--- src/rtl/prog_sequencer_if.sv ---
// prog_sequencer_if: load, run-control and controller handshake bundle for the instruction sequencer.
interface prog_sequencer_if #(
    parameter int ADDR_W = 4,
    parameter int DATA_W = 10
);
    logic              Ld_we;
    logic [ADDR_W-1:0] Ld_addr;
    logic [DATA_W-1:0] Ld_data;
    logic              Run;
    logic              Step;
    logic              Rewind;
    logic              Ext;
    logic              Clr;
    logic [DATA_W-1:0] Data;
    logic [1:0]        T;
    logic [ADDR_W-1:0] PC;
    logic              Busy;
    logic              Done;
    logic              Err;
    modport slave (
        input  Ld_we, Ld_addr, Ld_data, Run, Step, Rewind, Ext, Clr,
        output Data, T, PC, Busy, Done, Err
    );
    modport master (
        output Ld_we, Ld_addr, Ld_data, Run, Step, Rewind, Ext, Clr,
        input  Data, T, PC, Busy, Done, Err
    );
endinterface

--- src/rtl/prog_sequencer.sv ---
// prog_sequencer: program memory, PC and timestep sequencing with run/step/halt control.
module prog_sequencer #(
    parameter int DEPTH  = 16,
    parameter int ADDR_W = 4,
    parameter int DATA_W = 10
) (
    input logic              Clock,
    input logic              Resetn,
    prog_sequencer_if.slave  bus
);
    localparam logic [DATA_W-1:0] HALT_WORD = DATA_W'(1) << (DATA_W - 2);
    typedef enum logic [1:0] {IDLE, RUN, HALT} state_t;
    state_t            state;
    logic              single_step;
    logic [DATA_W-1:0] mem [DEPTH];
    logic [DATA_W-1:0] cur;
    assign cur      = mem[bus.PC];
    assign bus.Data = bus.Ext ? cur : '0;
    always_ff @(posedge Clock or negedge Resetn) begin
        if (!Resetn) begin
            for (int i = 0; i < DEPTH; i++) mem[i] <= HALT_WORD;
        end else if (bus.Ld_we && state != RUN) begin
            mem[bus.Ld_addr] <= bus.Ld_data;
        end
    end
    always_ff @(posedge Clock or negedge Resetn) begin
        if (!Resetn) begin
            state       <= IDLE;
            single_step <= 1'b0;
            bus.T       <= '0;
            bus.PC      <= '0;
            bus.Busy    <= 1'b0;
            bus.Done    <= 1'b0;
            bus.Err     <= 1'b0;
        end else begin
            case (state)
                IDLE: begin
                    bus.T <= '0;
                    if (bus.Rewind) begin
                        bus.PC   <= '0;
                        bus.Done <= 1'b0;
                        bus.Err  <= 1'b0;
                    end else if (bus.Run || bus.Step) begin
                        state       <= RUN;
                        single_step <= !bus.Run;
                        bus.Busy    <= 1'b1;
                    end
                end
                RUN: begin
                    if (bus.T == 2'd0) begin
                        // halt words are recognised at fetch, before the controller sees them
                        if (cur[DATA_W-1 -: 2] == 2'b01) begin
                            state    <= HALT;
                            bus.Done <= 1'b1;
                            bus.Busy <= 1'b0;
                        end else begin
                            bus.T <= 2'd1;
                        end
                    end else if (bus.Clr) begin
                        bus.T  <= '0;
                        bus.PC <= bus.PC + ADDR_W'(1);
                        if (single_step || !bus.Run) begin
                            state    <= IDLE;
                            bus.Busy <= 1'b0;
                        end
                    end else if (bus.T == 2'd3) begin
                        state    <= HALT;
                        bus.Err  <= 1'b1;
                        bus.T    <= '0;
                        bus.Busy <= 1'b0;
                    end else begin
                        bus.T <= bus.T + 2'd1;
                    end
                end
                HALT: begin
                    bus.T <= '0;
                    if (bus.Rewind) begin
                        state    <= IDLE;
                        bus.PC   <= '0;
                        bus.Done <= 1'b0;
                        bus.Err  <= 1'b0;
                    end
                end
                default: state <= IDLE;
            endcase
        end
    end
endmodule

--- src/flat_wrapper.sv ---
// flat-port wrapper written by rule: the top's interface ports become plain ports
module prog_sequencer_flat 
#(
    parameter int DEPTH  = 16,
    parameter int ADDR_W = 4,
    parameter int DATA_W = 10
)
  (Clock, Resetn, bus_Ld_we, bus_Ld_addr, bus_Ld_data, bus_Run, bus_Step, bus_Rewind, bus_Ext, bus_Clr, bus_Data, bus_T, bus_PC, bus_Busy, bus_Done, bus_Err);
  prog_sequencer_if #(.ADDR_W(ADDR_W), .DATA_W(DATA_W)) bus_i ();
  input logic Clock;
  input logic Resetn;
  input wire logic [$bits(bus_i.Ld_we)-1:0] bus_Ld_we;
  input wire logic [$bits(bus_i.Ld_addr)-1:0] bus_Ld_addr;
  input wire logic [$bits(bus_i.Ld_data)-1:0] bus_Ld_data;
  input wire logic [$bits(bus_i.Run)-1:0] bus_Run;
  input wire logic [$bits(bus_i.Step)-1:0] bus_Step;
  input wire logic [$bits(bus_i.Rewind)-1:0] bus_Rewind;
  input wire logic [$bits(bus_i.Ext)-1:0] bus_Ext;
  input wire logic [$bits(bus_i.Clr)-1:0] bus_Clr;
  output wire logic [$bits(bus_i.Data)-1:0] bus_Data;
  output wire logic [$bits(bus_i.T)-1:0] bus_T;
  output wire logic [$bits(bus_i.PC)-1:0] bus_PC;
  output wire logic [$bits(bus_i.Busy)-1:0] bus_Busy;
  output wire logic [$bits(bus_i.Done)-1:0] bus_Done;
  output wire logic [$bits(bus_i.Err)-1:0] bus_Err;
  assign bus_i.Ld_we = bus_Ld_we;
  assign bus_i.Ld_addr = bus_Ld_addr;
  assign bus_i.Ld_data = bus_Ld_data;
  assign bus_i.Run = bus_Run;
  assign bus_i.Step = bus_Step;
  assign bus_i.Rewind = bus_Rewind;
  assign bus_i.Ext = bus_Ext;
  assign bus_i.Clr = bus_Clr;
  assign bus_Data = bus_i.Data;
  assign bus_T = bus_i.T;
  assign bus_PC = bus_i.PC;
  assign bus_Busy = bus_i.Busy;
  assign bus_Done = bus_i.Done;
  assign bus_Err = bus_i.Err;
  prog_sequencer #(.DEPTH(DEPTH), .ADDR_W(ADDR_W), .DATA_W(DATA_W)) u_core (.Clock(Clock), .Resetn(Resetn), .bus(bus_i));
endmodule
--- config.mk ---
export PLATFORM = sky130hd
export DESIGN_NAME = prog_sequencer_flat
export DESIGN_NICKNAME = d
export VERILOG_FILES = /design/src/rtl/prog_sequencer_if.sv /design/src/rtl/prog_sequencer.sv /design/src/flat_wrapper.sv
export SDC_FILE = /design/constraint.sdc
export NUM_CORES = 1
export LEC_CHECK = 0
export ABC_AREA = 1
export BUFFER_PORTS_ARGS = -buffer_cell sky130_fd_sc_hd__buf_2
export CORE_MARGIN = 2
export CORE_UTILIZATION = 55
export DETAILED_ROUTE_END_ITERATION = 10
export HOLD_SLACK_MARGIN = 0.06
export PLACE_DENSITY = 0.73
export SLEW_MARGIN = 20
export SYNTH_ARGS = -nofsm -noshare
export SYNTH_HDL_FRONTEND = slang
export SYNTH_SLANG_ARGS = --single-unit
export TNS_END_PERCENT = 100
--- constraint.sdc ---
create_clock -name Clock -period 1.65 [get_ports Clock]
set_input_delay 0.165 -clock Clock [delete_from_list [all_inputs] [get_ports Clock]]
set_output_delay 0.165 -clock Clock [all_outputs]
set_load 0.02 [all_outputs]
==> summary.md <==
| Metric | Value |
|---|---|
| Status | `finished, violations left` |
| Failing checks | `negative setup slack` |
| Minimum clock period | `roughly 2400 ps` |
| TritonCTS buffer count | `17` |
| Initial antenna violation count | `0` |
| Maxcap violations | `0` |
| # port buffers | `40` |
| Fmax | `around 420 MHz` |
| Layout cells sized above 1 | `17.16%` |
| Ys flop type | `dfrtp_1` |
| Synthesized cell area | `approximately 8000 um2` |
| Critical Path Source | `u_core.bus.PC[0]` |
| Diode count | `0` |
| DR vias | `7071` |
| Post-synth EDFFs | `0` |
| Hold Path Sink | `u_core.bus.T[1]` |
| Power Total | `17.67 mW` |
| Ys async rst share | `100.0%` |
| Placeable Area | `between 10000 and 15000 um2` |
| Pin count of the biggest net entering global routing | `48` |
| Cell Area, Placed | `between 8000 and 9000 um2` |
| Worst hold start | `bus_Clr` |
| First-pass GRT wire length | `34760 um` |
| Top Ports | `41` |
| Hold Crit Depth | `4` |
| Final setup fails | `16` |
| Crit Path Max Fanout | `12` |
| Nets | `1032` |
| Die Ht | `124.9 um` |
| Vias per cell | `between 5 and 6` |
| Yosys warning count | `0` |
| Seq/Total Area, Yosys | `53.79%` |
| Clk slew on worst S/H paths | `~70 ps` |
| PD cells | `1828 nW/um2` |
| Detailed Place HPWL | `between 10000 and 15000 um` |
| Vias in the first global route | `6805` |
| R2R Path Start | `u_core.bus.PC[0]` |
| Max VDD drop | `1.003 mV` |
| CTS root buf | `clkbuf_16` |
| Critical path data arrival time | `around 2200 ps` |
| Relative slew slack | `63.54%` |
| Layout Utilization | `67.03%` |
| Flops & latches, synth | `172` |
| Reg2Reg Setup Slack | `-130 ps` |
| Residual DRC count | `0` |
| Final worst path period share | `143.2%` |
| R2R depth | `13` |
| Clk Latency, worst-skew pair | `430 ps` |
| DRT Pass-1 Iters | `5` |
| Max incr delay on CP | `480 ps` |
| # rows | `between 40 and 50` |
| Crit Path Category | `flip-flop to output port` |
| Max Slew Vio Count | `0` |
| Count of final hold-check violations | `0` |
| Cells after Synth | `966` |
| Syn_area_per_cell | `8.322 um2` |
| Final WS setup | `-712.1 ps` |
| Netlist cell types | `30` |
| Die area | `roughly 16000 um2` |
| Slowest CP cell | `dfrtp_2` |
| Clock Tree Buf Depth | `2` |
| Total track usage | `28.14%` |
| Worst hold-check path type | `primary input to flip-flop` |
| Avg WL per Cell | `18.06 um` |
| Layout fillers | `1173` |
| Initial core utilization | `55.73%` |
| RSZ-0062 raised after global routing | `yes` |
| Worst clock skew | `11.14 ps` |
| R2R Path End | `u_core.state[0]` |
| Placer Congestion | `0.8209` |
| Syn Nets | `991` |
| Least-Margin Pin Slew | `546.4 ps` |
| Endpoint class of the critical path | `output port` |
| H-tree lvl count | `4` |
| Place WS | `-129.2 ps` |
| Area growth from synthesis to layout | `20.26%` |
| Starting DRC count in detailed routing | `795` |
| CTS Sinks | `172` |
| Die Wd | `124.9 um` |
| Leak Pwr | `around 4.5 nW` |
| Grt total ovfl | `0` |
| Critical path cell sequence | `clkinv_4 -> buf_12 -> nor2_1 -> o221ai_1 -> o211ai_1 -> a21oi_2 -> buf_6` |
| Final WL | `21740 um` |
| Layout Cell Area excl Fill | `approximately 9700 um2` |
| Worst EP required | `1480 ps` |
| Startpoint types | `flip-flop` |
| CTS tree | `yes` |
| Final ANT Viol Nets | `0` |
-- Yosys cell counts (2+ instances only) --
library cell / count / area share (%)
o211ai_1: 12 / 1.1
o22ai_1: 10 / 0.78
a21oi_1: 11 / 0.68
inv_2: 5 / 0.23
buf_2: 21 / 1.3
buf_4: 3 / 0.28
ha_1: 3 / 0.47
dfstp_2: 16 / 5.2
buf_6: 8 / 1.1
nand2_1: 244 / 11
nor2_4: 4 / 0.56
dfrtp_1: 156 / 49
o21ai_0: 173 / 11
inv_1: 37 / 1.7
clkbuf_1: 42 / 2.0
o21ai_1: 62 / 3.9
o221ai_1: 22 / 2.4
nand4_1: 2 / 0.16
nand3_1: 33 / 2.1
nor2_1: 92 / 4.3
-- repair_timing --
item,CTS,global route
setup endpoints to repair,16,170
cloned,2,4
endpoints found under the hold margin,71,0
hold buffers,3,0
resized for setup,24,22
pin swaps,5,20
buffers inserted,1,4
-- registers in the layout (all words and copies together), names as in the netlist --
name	cells
u_core.mem	160
u_core.bus.PC	4
u_core.bus.T	2
u_core.state	2
u_core.bus.Busy	1
u_core.bus.Done	1
u_core.bus.Err	1
u_core.single_step	1
-- final cells by class --
cell class                      instances  area, um2  share of cell area, %
Inverter                               45      178.9                  1.851
Clock inverter                          7      87.58                 0.9059
Clock buffer                           25      485.5                  5.021
Tap cell                              184      230.2                  2.381
Multi-Input combinational cell        675       3261                  33.73
Sequential cell                       172       4327                  44.75
Timing Repair Buffer                   96       1099                  11.36
-- through the flow --
stage	cells	hold WS (ps)	setup TNS (ps)
6_report	1204	99.22	-6110
5_1_grt	1204	117.1	-7796
4_1_cts	1198	95.43	-5351
3_5_place_dp	1160	132.4	-1334
3_3_place_gp	1160	137.8	-681.5
2_1_floorplan	966	-130.6	-1162
-- cells in the final DEF (no fill, tap or decap), types with 9 or more instances in the layout --
cell and count:
buf_12 28, buf_2 29, buf_4 23, buf_6 10, clkbuf_16 19, dfrtp_1 154
dfstp_2 16, inv_1 37, nand2_1 241, nand3_1 28, nor2_1 91, o211ai_1 12
o21ai_0 164, o21ai_1 69, o221ai_1 21, o22ai_1 9
-- critical path: cells and delay by family, from the launching register on --
kind	cells	cell delay, ps
flops	1	480
buf+inv	3	450
simple gates	1	50
compound gates	3	770
-- power by group --
group	internal, mW	leakage, nW	switching [mW]	total, mW
Sequential	6.05	2.16	1.02	7.07
Clock	2.34	0.281	1.61	3.96
Combinational	2.72	2.06	3.92	6.64
-- routing by layer --
metal / global-route usage [%] / share of wire [%]
met5: 0 / 0
met4: 9.150 / 2.4
met3: 6.314 / 6.9
met2: 45.45 / 48
met1: 38.14 / 43
-- worst max-delay path by stage --
stage                              to  cells past startpoint
after global placement    bus_Data[5]                      6
after floorplan           bus_Data[6]                      9
final                     bus_Data[2]                      7
after CTS                 bus_Data[7]                      6
after detailed placement  bus_Data[3]                      6
after global routing      bus_Data[2]                      7
-- cells by family (layout without fill, tap and decap cells) --
group | Yosys count | after routing | synth area share (%)
AND/OR/NAND/NOR | 378 | 378 | 18.86
adder cells (fa/ha/maj) | 3 | 3 | 0.4670
AO/OA/AOI/OAI | 294 | 294 | 20.02
flip-flops | 172 | 172 | 53.79
buffers and inverters | 119 | 173 | 6.864
No activity file was read; power rests on OpenSTA's default activity.
